`src/rtl/imem_program_loader.sv`:
```
// rtl/imem_program_loader.sv - framed byte-stream loader into instruction memory
// Holds the CPU in reset until a checksum-verified program image is written.
module imem_program_loader #(
  parameter int ADDR_W = 8,
  parameter int DEPTH  = 256
) (
  input  logic              clk,
  input  logic              pc_reset,
  input  logic              start,
  input  logic [7:0]        rx_data,
  input  logic              rx_valid,
  output logic              rx_ready,
  output logic              imem_we,
  output logic [ADDR_W-1:0] imem_addr,
  output logic [15:0]       imem_wdata,
  output logic              cpu_hold,
  output logic              busy,
  output logic              done,
  output logic              error,
  output logic [15:0]       word_count
);

  typedef enum logic [2:0] {
    ST_IDLE, ST_CNT_HI, ST_CNT_LO, ST_DATA_HI, ST_DATA_LO, ST_CHECK, ST_DONE, ST_ERR
  } state_t;

  localparam logic [16:0] DEPTH_L   = 17'(DEPTH);
  localparam logic [15:0] WC_SAT    = 16'(DEPTH);

  state_t      state, next_state;
  logic [7:0]  cnt_hi;
  logic [7:0]  hi_byte;
  logic [7:0]  csum;
  logic [15:0] len_q;
  logic [15:0] words_rx;
  logic [15:0] frame_len;
  logic        accept;
  logic        start_load;
  logic        ready_d, busy_d, done_d, error_d, hold_d;

  assign accept     = rx_valid && rx_ready;
  assign frame_len  = {cnt_hi, rx_data};
  assign start_load = start && (state == ST_IDLE || state == ST_DONE || state == ST_ERR);

  always_ff @(posedge clk or posedge pc_reset) begin
    if (pc_reset) state <= ST_IDLE;
    else          state <= next_state;
  end

  always_comb begin
    next_state = state;
    case (state)
      ST_IDLE, ST_DONE, ST_ERR: if (start) next_state = ST_CNT_HI;
      ST_CNT_HI:  if (accept) next_state = ST_CNT_LO;
      ST_CNT_LO: begin
        if (accept) begin
          if ({1'b0, frame_len} > DEPTH_L) next_state = ST_ERR;
          else if (frame_len == 16'd0)     next_state = ST_CHECK;
          else                             next_state = ST_DATA_HI;
        end
      end
      ST_DATA_HI: if (accept) next_state = ST_DATA_LO;
      ST_DATA_LO: begin
        if (accept) next_state = (words_rx + 16'd1 == len_q) ? ST_CHECK : ST_DATA_HI;
      end
      ST_CHECK:   if (accept) next_state = (rx_data == csum) ? ST_DONE : ST_ERR;
      default:    next_state = ST_IDLE;
    endcase
  end

  // Status outputs are decoded from next_state and registered, so they track the state exactly.
  always_comb begin
    ready_d = 1'b0;
    busy_d  = 1'b0;
    case (next_state)
      ST_CNT_HI, ST_CNT_LO, ST_DATA_HI, ST_DATA_LO, ST_CHECK: begin
        ready_d = 1'b1;
        busy_d  = 1'b1;
      end
      default: begin
        ready_d = 1'b0;
        busy_d  = 1'b0;
      end
    endcase
    done_d  = (next_state == ST_DONE);
    error_d = (next_state == ST_ERR);
    hold_d  = !done_d;
  end

  always_ff @(posedge clk or posedge pc_reset) begin
    if (pc_reset) begin
      rx_ready   <= 1'b0;
      busy       <= 1'b0;
      done       <= 1'b0;
      error      <= 1'b0;
      cpu_hold   <= 1'b1;
      imem_we    <= 1'b0;
      imem_addr  <= '0;
      imem_wdata <= 16'd0;
      word_count <= 16'd0;
      cnt_hi     <= 8'd0;
      hi_byte    <= 8'd0;
      csum       <= 8'd0;
      len_q      <= 16'd0;
      words_rx   <= 16'd0;
    end else begin
      rx_ready <= ready_d;
      busy     <= busy_d;
      done     <= done_d;
      error    <= error_d;
      cpu_hold <= hold_d;
      imem_we  <= 1'b0;
      // Address and count advance on the edge that ends the write pulse.
      if (imem_we) begin
        imem_addr <= imem_addr + ADDR_W'(1);
        if (word_count != WC_SAT) word_count <= word_count + 16'd1;
      end
      if (accept && state != ST_CHECK) csum <= csum ^ rx_data;
      if (accept) begin
        case (state)
          ST_CNT_HI:  cnt_hi <= rx_data;
          ST_CNT_LO:  len_q  <= frame_len;
          ST_DATA_HI: hi_byte <= rx_data;
          ST_DATA_LO: begin
            imem_we    <= 1'b1;
            imem_wdata <= {hi_byte, rx_data};
            words_rx   <= words_rx + 16'd1;
          end
          default: ;
        endcase
      end
      if (start_load) begin
        imem_addr  <= '0;
        word_count <= 16'd0;
        csum       <= 8'd0;
        words_rx   <= 16'd0;
      end
    end
  end

endmodule

```
`config.mk`:
```
export PLATFORM = sky130hd
export DESIGN_NAME = imem_program_loader
export DESIGN_NICKNAME = d
export VERILOG_FILES = /design/src/rtl/imem_program_loader.sv
export SDC_FILE = /design/constraint.sdc
export NUM_CORES = 1
export LEC_CHECK = 0
export BUFFER_PORTS_ARGS = -buffer_cell sky130_fd_sc_hd__buf_2
export CORE_MARGIN = 2
export CORE_UTILIZATION = 63
export CTS_CLUSTER_SIZE = 20
export DETAILED_ROUTE_END_ITERATION = 10
export PLACE_DENSITY = 0.85
export SYNTH_ARGS = -nofsm -noshare
export SYNTH_HDL_FRONTEND = slang
export SYNTH_SLANG_ARGS = --single-unit
```
`constraint.sdc`:
```
create_clock -name clk -period 7.5 [get_ports clk]
set_clock_uncertainty 0.1 [all_clocks]
set_input_delay 1.5 -clock clk [delete_from_list [all_inputs] [get_ports clk]]
set_output_delay 1.5 -clock clk [all_outputs]
set_load 0.01 [all_outputs]
```
* Yosys cells after proc, flatten, opt, wreduce, memory -nomap -nowiden
Cells that the tools add are included.
** Word-level totals
- Output and inout port bits :: 46
- Bits of input ports :: 12
- Logic and storage cells :: 82
- Register bits :: 104
** Operators by class
- Eq/ne operators :: 18
- Magnitude comparators :: 1
- Add/subtract/negate cells :: 3
- Reduce and logical (&&, ||, !) cells :: 21
- Bitwise gates (word level) :: 1
- Mux-type cells :: 24
** Operators with widths (count)
- $mux W16 :: 6
- $add A16 B1 Y16 const B :: 2
- $mux W8 :: 4
- $mux W3 :: 9
- $eq A3 B3 Y1 const B :: 8
- $pmux W3 S6 :: 1
- $eq A16 B16 Y1 :: 1
- $gt A16 B9 Y1 const B :: 1
- $logic_not A16 Y1 :: 1
- $ne A16 B9 Y1 const B :: 1
- $eq A3 B2 Y1 const B :: 4
- $reduce_and A2 Y1 :: 6
- $reduce_bool A2 Y1 :: 5
- $add A8 B1 Y8 const B :: 1
- $eq A8 B8 Y1 :: 1
- $xor A8 B8 Y8 :: 1
- $eq A3 B1 Y1 const B :: 2
- $reduce_or A5 Y1 :: 1
- $mux W1 :: 4
- $logic_and A1 B1 Y1 :: 3
- $logic_not A3 Y1 :: 1
- $ne A3 B3 Y1 const B :: 1
- $reduce_or A3 Y1 :: 1
- $logic_or A1 B1 Y1 :: 2
- $logic_not A1 Y1 :: 1

* Depth between registers and ports, before layout
Gate-level depths: netlist of run 1.
- Depth in word-level cells :: 8
- Mapped depth :: 9
- Depth with buffers taken out :: 8

* Worst setup path after synthesis of run 1
Ideal clock, no wire load.
- Path kind :: input-to-reg
- From :: input port rx_data[3]
- To :: register busy
- Buffers on the path :: 0
- Setup time :: 0.119 ns
- Setup slack :: 4.461 ns
- Cell stages on the path :: 6
- Data required time :: 7.281 ns
- Data arrival time :: 2.820 ns
- Cells stage by stage :: or4_1 nor2_2 xor2_1 o221ai_1 or2_1 o21a_1
** On the way
- Word-level cells in the longest chain between the ends :: 8
- Elaborated cells on any way between the ends :: 16
- Classes of those cells :: order compare (1); eq/ne (6); mux (7); reduce/logical (2)
** RTL lines
- start, declared :: line 10 : input logic [7:0] rx_data,
- branches (longest 4 deep; another with $gt A16 B9 Y1)
- $pmux W3 S6 (*) :: line 52 : case (state)
- $eq A3 B1 Y1 (tied with other cells) :: line 75 : case (next_state)
- $reduce_or A5 Y1 (*) :: line 75
- $mux W1 (*) :: line 75
- net busy_d :: line 39 : logic ready_d, busy_d, done_d, error_d, hold_d;
- end signal, assigned :: line 108 : busy <= busy_d;
- end, declared :: line 17 : output logic busy,
Mark *: on every way through the listed nets, which the timed path passes.
A chain may end at the register's enable or synchronous reset.

* Final worst setup path of run 1
- From :: input port rx_valid
- To :: register words_rx[7]
** On the way
- Word-level cells in the longest chain between the ends :: 3
** RTL lines
- start, declared :: line 11 : input logic rx_valid,
- $logic_and A1 B1 Y1 :: line 41 : assign accept = rx_valid && rx_ready;
- $reduce_bool A2 Y1 (no line)
- $reduce_and A2 Y1 (no line)
- end signal, assigned :: line 127 : words_rx <= words_rx + 16'd1;
- end, declared :: line 35 : logic [15:0] words_rx;
No other way between the ends.

==> impl_metrics.csv, run 1 <==
group,metric,value,unit
timing,rsz0062_at_grt,"no",
synth,yosys.area.top_type,"dfrtp_1",
cts,clock_sinks,104,
worst_setup_path,r2r_cells,8,
die,die_x,95.21,um
cts,cts_tree,"done",
worst_setup_path,cpMostUsedCell,"o21ai_0",
synth,synth-seq-cells,104,
synth,avgSynthCellArea,10.10,um^2
cts,clock_latency,0.38,ns
global_routing,antenna_found_initial,0,
worst_setup_path,path_buf_inv,3,
route,dr.pass1.iters,5,
layout,area_delta_synth_final,10.07,%
power,irDropWorstVdd,0.0001451,V
route,post_drt_wl_per_cell,16.87,um
cts,cts.path.max_buffers,2,
die,num_rows,33,
cts,cts-root-buf,"clkbuf_8",
route,wl,11450,um
place,port_buffers,57,
cts,cts_resized,0,
global_routing,grt_overflow_total,0,
synth,yosysWarningCount,0,
timing,tightest_slew,0.9301,ns
die,start_util,0.6444,
cts,clkTransAtPathRegs,0.11,ns
global_routing,track_usage,0.2652,
cts,cts_made_buffers,9,
synth,ys.flop_type,"dfrtp_1",
global_routing,grt_pass1_vias,3807,
worst_setup_path,start_kind,"primary input",
layout,final_layout_size_suffix_gt1_frac,0.2213,
timing,fin_tns_setup,0,ns
die,fp.dieH,95.21,um
synth,synth_cell_types,60,
power,p_leak,2.651,nW
worst_setup_path,cp.arrival,3.81,ns
timing,hold_viol_final,0,
place,place_ws,3.562,ns
worst_setup_path,cp.depth,8,
worst_setup_path,cp-end-kind,"flop",
route,routed_via_density,6.015,
worst_setup_path,path_max_fanout,38,
synth,syn_nets,535,
synth,ys_seq_area_frac,0.4968,
layout,diodes,0,
synth,async_reset_ff_frac,1.000,
worst_setup_path,r2r-start,"state[0]",
timing,setup_viol,0,
worst_setup_path,max_stage_delay,0.61,ns
layout,post-route-util,0.7093,
die,top_level_ports,58,
min_path,hold_depth,2,
layout,final_cells,679,
route,postRouteAntennaNets,0,
min_path,hold_path.class,"flop to flop",
timing,drv_slew,0,
place,place_inst,663,
synth,synth_area,5241,um^2
cts,ctsHoldBuffers,0,
timing,hold_slack,0.3801,ns
worst_setup_path,crit_family,"simple AND/OR/NAND/NOR gates",
layout,nets,585,
route,num_vias,4084,
worst_setup_path,crit_path_top_delay_cell,"or2_2",
place,dp_hpwl,7746,um
layout,fillerInstances,545,
layout,mostFrequentLayoutCell,"dfrtp_1",
route,drc,0,
min_path,min_to,"imem_wdata[11]",
timing,max_freq,0.2772,GHz
synth,synth.area.top_cells,"dfrtp_1, mux2_2, nand2_1",
cts,cts_max_level,3,
power,cellPowerDensity,327.3,nW/um^2
layout,final_cell_mix,"dfrtp_1, nand2_1, buf_2, nor2_1, mux2_2",
synth,synth_edf_count,0,
cts,cts_setup_buffers,0,
worst_setup_path,reg2reg_slack,4.42,ns
worst_setup_path,worstPathCellList,"buf_2, nand2_1, or2_2, clkinv_1, buf_4, nor2_1, o21ai_0, o21ai_0",
route,first_iter_violations,318,
synth,netlist.area_leader.share,0.4918,
timing,layout_min_cycle_time,3.607,ns
timing,period_share,0.4810,
global_routing,grt_max_degree,75,
flow_run,maxCapViolations,0,
outcome,outcome,"completed",
worst_setup_path,reg2reg_to,"words_rx[7]",
global_routing,grt_pass1_wl,18530,um
min_path,hp-start,"hi_byte[3]",
die,core_area,8134,um^2
timing,max_slew_margin,0.3799,
die,fp.dieArea,9065,um^2
timing,setup_ws,3.893,ns
place,gp_congestion,0.8639,
worst_setup_path,cp_data_required_time,7.70,ns
worst_setup_path,path_class,"primary input to flop",
synth,syn_inst,519,
==> per-layer routing <==
layer	global-route usage	wire length (um)	up-vias
met2	0.4501	5855	160
met4	0.1039	313	0
met1	0.3319	4713	2004
li1	-	-	1890
met3	0.05692	569	30
met5	0	0	-
==> registers in the layout (all words and copies together) (netlist names), 3 cells and up <==
name	cells
cnt_hi	8
csum	8
hi_byte	8
imem_addr	8
imem_wdata	16
len_q	16
state	3
word_count	16
words_rx	16
==> power by group <==
part	internal, mW	total [mW]	switching [mW]
combinational	0.293	0.619	0.326
sequential	0.732	0.890	0.158
clock	0.165	0.379	0.214
total	1.19	1.89	0.698
==> kinds of logic (layout without fill, tap and decap cells) <==
logic type | Yosys count | after routing | synth area share
AOI/OAI and AO/OA | 73 | 73 | 0.09525
xor gates and xnor gates | 58 | 58 | 0.09692
DFF | 104 | 104 | 0.4968
buffers and inverters | 33 | 88 | 0.03461
and+or+nand+nor | 212 | 212 | 0.1922
adders and majority gates | 4 | 4 | 0.009549
muxes | 35 | 35 | 0.07472
==> cells in the mapped netlist (all sizes together) (4+ instances only) <==
cell type / n
o21ai: 24
o31ai: 6
o22ai: 4
nand2: 87
nand3: 15
inv: 10
xor2: 27
mux2: 33
dfrtp: 103
a21oi: 12
and3: 6
a31oi: 4
or4: 5
buf: 15
nor4: 7
nor3: 10
o21a: 5
clkbuf: 7
xnor2: 31
nor2: 53
nand4: 12
ha: 4
==> final cells by class <==
type                       count  area, um^2  area share
clock buffer                   9       123.9     0.02147
inverter                      11       43.79    0.007591
multi-input combinational    382        2456      0.4257
timing repair buffer          61       315.3     0.05465
tap                          105       131.4     0.02277
clock inverter                 7       95.09     0.01648
sequential                   104        2604      0.4513
==> worst max-delay path by stage <==
stage          startpoint           end  slack, ns
2_1_floorplan    pc_reset          busy       3.17
3_3_place_gp     rx_valid  words_rx[13]       3.76
3_5_place_dp     rx_valid   words_rx[7]       3.56
4_1_cts          rx_valid   words_rx[7]       3.91
5_1_grt          rx_valid   words_rx[9]       3.69
6_report         rx_valid   words_rx[7]       3.89
==> stage by stage <==
step / total power [mW] / cell area, um^2
after CTS: 1.890 / 5769
after detailed placement: 1.509 / 5550
after global placement: 1.462 / 5550
after floorplan: 1.331 / 5241
after global routing: 1.999 / 5769
final: 1.888 / 5769
==> worst reg2reg max path: cells and delay by family (launching register included) <==
kind,cells,cell delay [ns]
AO/OA/AOI/OAI,2,0.36
buffers and inverters,3,0.59
AND/OR/NAND/NOR,3,1.36
flip-flops,1,0.60
Power figures use the tool's default switching activity.
==> run 2, diff against run 1 <==
- CORE_UTILIZATION: 63 -> 53
- PLACE_DENSITY: 0.85 -> 0.76
- clock period: 7.5 -> 3.2 ns (I/O delays scaled with it)
==> run 2 against run 1 <==
Effect of this change:
- sequential power up 130%
- power up 130%
- worst hold slack worse by 0.19 ns
- via count down 0.64%
- wire length down 2.4%
==> impl_metrics.csv, run 2 (synthesis gave the netlist of run 1 again) <==
group,metric,value,unit
outcome,outcome,"completed",
route,first_iter_violations,192,
place,gp_congestion,0.8482,
layout,nets,591,
power,cellPowerDensity,750.1,nW/um^2
worst_setup_path,path_max_fanout,13,
cts,clock_sinks,104,
worst_setup_path,max_stage_delay,0.60,ns
global_routing,grt_pass1_wl,19140,um
min_path,hold_path.class,"primary input to asynchronous set/reset pin",
die,top_level_ports,58,
cts,ctsHoldBuffers,0,
timing,tightest_slew,0.7971,ns
cts,cts-root-buf,"clkbuf_8",
worst_setup_path,cp.arrival,2.68,ns
cts,cts_made_buffers,9,
power,irDropWorstVdd,0.0004589,V
cts,cts_tree,"done",
cts,clock_latency,0.38,ns
place,port_buffers,57,
route,wl,11180,um
timing,rsz0062_at_grt,"no",
die,core_area,9684,um^2
die,num_rows,36,
timing,fin_tns_setup,0,ns
timing,setup_viol,0,
timing,layout_min_cycle_time,2.503,ns
layout,final_cell_mix,"dfrtp_1, nand2_1, buf_2, nor2_1, mux2_2",
layout,mostFrequentLayoutCell,"dfrtp_1",
route,num_vias,4058,
cts,clkTransAtPathRegs,0.10,ns
cts,cts_resized,0,
route,drc,0,
timing,max_slew_margin,0.4661,
layout,area_delta_synth_final,11.43,%
cts,cts_max_level,3,
timing,drv_slew,0,
place,dp_hpwl,7923,um
global_routing,grt_overflow_total,0,
worst_setup_path,start_kind,"flop",
power,comb_power_share,0.333,
cts,cts_setup_buffers,0,
global_routing,track_usage,0.2319,
power,p_clk_frac,0.190,
worst_setup_path,worstPathCellList,"and2_1, o21a_1, buf_4, nor2_1, o21ai_0, o31ai_1",
global_routing,grt_max_degree,41,
timing,max_freq,0.3996,GHz
die,die_x,103.4,um
power,p_int,2.809,mW
cts,cts.path.max_buffers,2,
power,p_total,4.381,mW
timing,period_share,0.7821,
layout,diodes,0,
global_routing,grt_pass1_vias,3988,
power,net-switching-power,1.572,mW
route,dr.pass1.iters,4,
timing,hold_viol_final,0,
global_routing,antenna_found_initial,0,
worst_setup_path,cp-end-kind,"flop",
die,fp.dieH,103.4,um
worst_setup_path,cp_data_required_time,3.38,ns
power,seqPwrFrac,0.477,
layout,final_layout_size_suffix_gt1_frac,0.2259,
route,post_drt_wl_per_cell,15.68,um
power,p_leak,2.667,nW
route,routed_via_density,5.691,
worst_setup_path,path_class,"flop to flop",
flow_run,maxCapViolations,0,
die,start_util,0.5412,
die,fp.dieArea,10700,um^2
power,swShare,0.3588,
route,postRouteAntennaNets,0,
worst_setup_path,crit_path_top_delay_cell,"nor2_1",
-- run 2: changes by cell type in the layout (fill, tap and decap cells not counted), sizes merged --
| cell | delta |
|---|---|
| clkinvlp | +2 |
| clkbuf | +3 |
| buf | +6 |
| clkinv | -1 |
| inv | -4 |
-- run 2: final timing paths --
path,from,endpoint,slack (ns),cells after the start
max reg2reg,state[2],words_rx[8],0.70,6
min reg2reg,hi_byte[2],imem_wdata[10],0.37,2
max in group asynchronous,pc_reset,words_rx[13],2.08,3
min in group clk,hi_byte[2],imem_wdata[10],0.37,2
max,state[2],words_rx[8],0.70,6
min,pc_reset,imem_wdata[0],0.19,2
-- run 2: final cells by class --
cell class              count  area [um^2]
well taps                 133        166.4
flip-flops and latches    104         2604
clock inverters             4        51.30
clock buffers              12        145.1
repair buffers             67        372.9
multi-input cells         382         2456
fillers                   819         3844
inverters                  11        45.04
-- run 2: power groups by stage --
stage          Sequential (mW)  Clock (mW)  Combinational [mW]
5_1_grt                   2.14       0.904                1.63
6_report                  2.09       0.831                1.46
4_1_cts                   2.09       0.850                1.47
2_1_floorplan             2.03           0                1.09
3_3_place_gp              2.08           0                1.40
3_5_place_dp              2.11           0                1.45
-- run 2: critical path, delay by kind of cell (launching register included) --
family | cells | cell delay, ns
and+or+nand+nor | 2 | 0.85
DFF | 1 | 0.50
AOI/OAI and AO/OA | 3 | 0.68
buffers and inverters | 1 | 0.26
-- run 2: per-layer routing --
layer  track usage  up-vias  wire [um]
li1              -     1904          -
met1        0.3095     2056       5111
met2        0.3801       86       5441
met3       0.05376       12        475
met4       0.06781        0        150
met5             0        -          0
-- run 2: metrics by stage --
stage            util  cells  setup WS [ns]  hold slack, ns  cell area [um^2]
2_1_floorplan       -    519          1.005          0.3331              5245
3_3_place_gp   0.5828    697         0.7822          0.3473              5644
3_5_place_dp   0.5828    697         0.7379          0.3577              5644
4_1_cts        0.6031    713         0.7386          0.1909              5841
5_1_grt        0.6031    713         0.4805          0.2123              5841
6_report       0.6031    713         0.6974          0.1933              5841
==> run 3, diff against run 2 <==
- ABC_AREA: unset -> 1
- CORE_UTILIZATION: 53 -> 59
- PLACE_DENSITY: 0.76 -> 0.8
- clock period: 3.2 -> 2.5 ns (I/O delays scaled with it)
==> run 3 against run 2 <==
Effect of this change:
- clock-buffer cell count shrank 2
- cell area up 2.5%
- power up 28%
- utilization is 9.0 points higher
- final cell count is 18% higher
- worst setup slack worse by 0.64 ns
- register-to-register slack worse by 0.64 ns
- maximum frequency is 2.3% higher
- global-route usage increased by 4.3 points
- sequential power rose by 22%
- sequential share of layout area is 1.0 points lower
- clock power grew 26%
==> impl_metrics.csv, run 3 <==
group,metric,value,unit
die,start_util,0.6030,
layout,nets,745,
die,core_area,8636,um^2
global_routing,grt_pass1_wl,21400,um
flow_run,maxCapViolations,0,
power,net-switching-power,2.230,mW
die,die_x,97.95,um
timing,layout_min_cycle_time,2.445,ns
outcome,outcome,"completed",
worst_setup_path,path_class,"flop to flop",
route,dr.pass1.iters,5,
power,irDropWorstVdd,0.0006942,V
place,gp_congestion,0.9096,
cts,clock_latency,0.37,ns
timing,max_slew_margin,0.6615,
timing,rsz0062_at_grt,"yes",
cts,cts_made_buffers,9,
timing,period_share,0.9781,
synth,synth.area.top_cells,"dfrtp_1, nand2_1, o21ai_0",
layout,seqCellArea,2606,um^2
worst_setup_path,path_max_fanout,5,
worst_setup_path,cp-end-kind,"flop",
worst_setup_path,start_kind,"flop",
layout,final_cell_mix,"nand2_1, dfrtp_1, inv_1, o21ai_0, buf_2",
timing,hold_viol_final,0,
global_routing,grt_pass1_vias,4618,
route,post_drt_wl_per_cell,15.28,um
route,routed_via_density,5.678,
synth,synth_cell_types,36,
route,num_vias,4781,
die,fp.dieArea,9594,um^2
place,dp_hpwl,8906,um
power,cellPowerDensity,936.4,nW/um^2
synth,syn_inst,658,
cts,clock_sinks,104,
layout,mostFrequentLayoutCell,"nand2_1",
timing,hold_slack,0.01357,ns
layout,diodes,0,
timing,max_freq,0.4090,GHz
cts,clkTransAtPathRegs,0.10,ns
synth,synth_edf_count,0,
layout,multi_input_area,2307,um^2
worst_setup_path,cp.arrival,2.61,ns
route,wl,12860,um
global_routing,grt_max_degree,50,
timing,tightest_slew,0.5072,ns
min_path,hold_path.class,"primary input to asynchronous set/reset pin",
power,p_clk_frac,0.187,
cts,cts-root-buf,"clkbuf_8",
cts,ctsHoldBuffers,0,
cts,cts.path.max_buffers,2,
synth,syn_nets,674,
synth,netlist.area_leader.share,0.4950,
layout,final_layout_size_suffix_gt1_frac,0.1703,
synth,yosys.area.top_type,"dfrtp_1",
timing,setup_viol,0,
power,seqPwrFrac,0.453,
global_routing,grt_overflow_total,0,
power,swShare,0.3978,
synth,async_reset_ff_frac,1.000,
power,p_leak,2.953,nW
cts,cts_tree,"done",
layout,area_delta_synth_final,14.97,%
power,p_int,3.376,mW
synth,synth_common_cells,"nand2_1, dfrtp_1, inv_1",
layout,post-route-util,0.6933,
synth,avgSynthCellArea,7.914,um^2
synth,yosysMostFrequentCell,"nand2_1",
power,comb_power_share,0.360,
route,postRouteAntennaNets,0,
place,port_buffers,57,
synth,ys.flop_type,"dfrtp_1",
synth,ys_seq_area_frac,0.5000,
cts,cts_max_level,3,
timing,drv_slew,0,
global_routing,track_usage,0.2752,
synth,yosysWarningCount,0,
synth,synth_area,5207,um^2
die,fp.dieH,97.95,um
layout,fillerInstances,686,
global_routing,antenna_found_initial,0,
die,num_rows,34,
route,drc,0,
route,first_iter_violations,354,
synth,synth-seq-cells,104,
worst_setup_path,cp_data_required_time,2.67,ns
die,top_level_ports,58,
[run 3: changes by cell type in the layout (fill, tap and decap cells not counted), sizes merged, moves of 7 or more]
cell    change
nand2      +98
inv        +70
o21ai      +42
nand3      +36
mux2       -31
xnor2      -26
xor2       -20
a21oi      +13
buf         +8
nand3b      +7
[run 3: metal layers]
metal,part of all wire,vias to the layer above,global-route usage
met3,0.069,38,0.06442
met2,0.49,199,0.4473
met4,0.028,0,0.09722
met5,0,-,0
li1,-,2289,-
met1,0.42,2255,0.3655
[run 3: worst max-delay path, stage by stage, from the launching register on]
cell,delay (ns)
dfrtp_1,0.43
buf_4,0.13
inv_1,0.09
nor2_4,0.20
nand2_2,0.10
nand2_1,0.08
nand2_1,0.07
nand2_1,0.07
nand2_1,0.09
nor2_1,0.13
nand3_1,0.09
nor2_1,0.09
nand2_1,0.10
nand2_1,0.09
nand2_1,0.09
nand2_2,0.09
nand2_1,0.07
nand2_2,0.10
nor2_4,0.04
nand2_2,0.06
inv_1,0.04
[run 3: timing repair]
item,in CTS,in global routing
gates resized for setup,0,17
endpoints found under the setup margin,0,5
hold endpoints to repair,0,0
setup buffers,0,7
[run 3: path summary, 6_finish.rpt]
kind / slack (ns) / end / from / cells after the start
setup / recovery: 0.05 / done / words_rx[1] / 20
hold / removal: 0.01 / words_rx[11] / pc_reset / 2
setup reg to reg: 0.05 / done / words_rx[1] / 20
hold reg to reg: 0.37 / imem_addr[7] / imem_addr[7] / 1
max in group asynchronous: 1.67 / cpu_hold / pc_reset / 3
min in group clk: 0.37 / imem_addr[7] / imem_addr[7] / 1
[run 3: final cells by class]
cell class	instances	share of cell area
flip-flops and latches	104	0.4353
multi-input cells	461	0.3854
repair buffers	75	0.07440
inverters	78	0.04953
clock buffers	10	0.02299
well taps	108	0.02257
clock inverters	6	0.009822
[run 3: through the flow]
step | cell area, um^2 | setup slack, ns | setup TNS (ns) | power [mW] | instances
finish | 5987 | 0.05476 | 0 | 5.606 | 842
CTS | 5868 | 0.06073 | 0 | 5.489 | 834
floorplan | 5211 | 0.4384 | 0 | 3.817 | 658
global placement | 5672 | 0.2331 | 0 | 4.309 | 818
detailed placement | 5672 | 0.08616 | 0 | 4.427 | 818
global route | 5987 | -0.1493 | -0.5233 | 6.010 | 842
[run 3: kinds of logic (layout without fill, tap and decap cells)]
family          count (synthesis)  count (layout)  share of synthesized area
compound gates                106             106                     0.1081
xor+xnor                       13              13                    0.02451
flops                         104             104                     0.5000
mux                             2               2                   0.004325
simple gates                  335             336                     0.2842
buf+inv                        94             169                    0.06920
fa+ha+maj                       4               4                   0.009611
[run 3: power by group through the flow]
stage | Combinational [mW] | Clock, mW | Sequential (mW)
6_report | 2.02 | 1.05 | 2.54
3_5_place_dp | 1.87 | 0 | 2.55
2_1_floorplan | 1.27 | 0 | 2.55
4_1_cts | 1.89 | 1.07 | 2.52
3_3_place_gp | 1.78 | 0 | 2.53
5_1_grt | 2.28 | 1.14 | 2.60
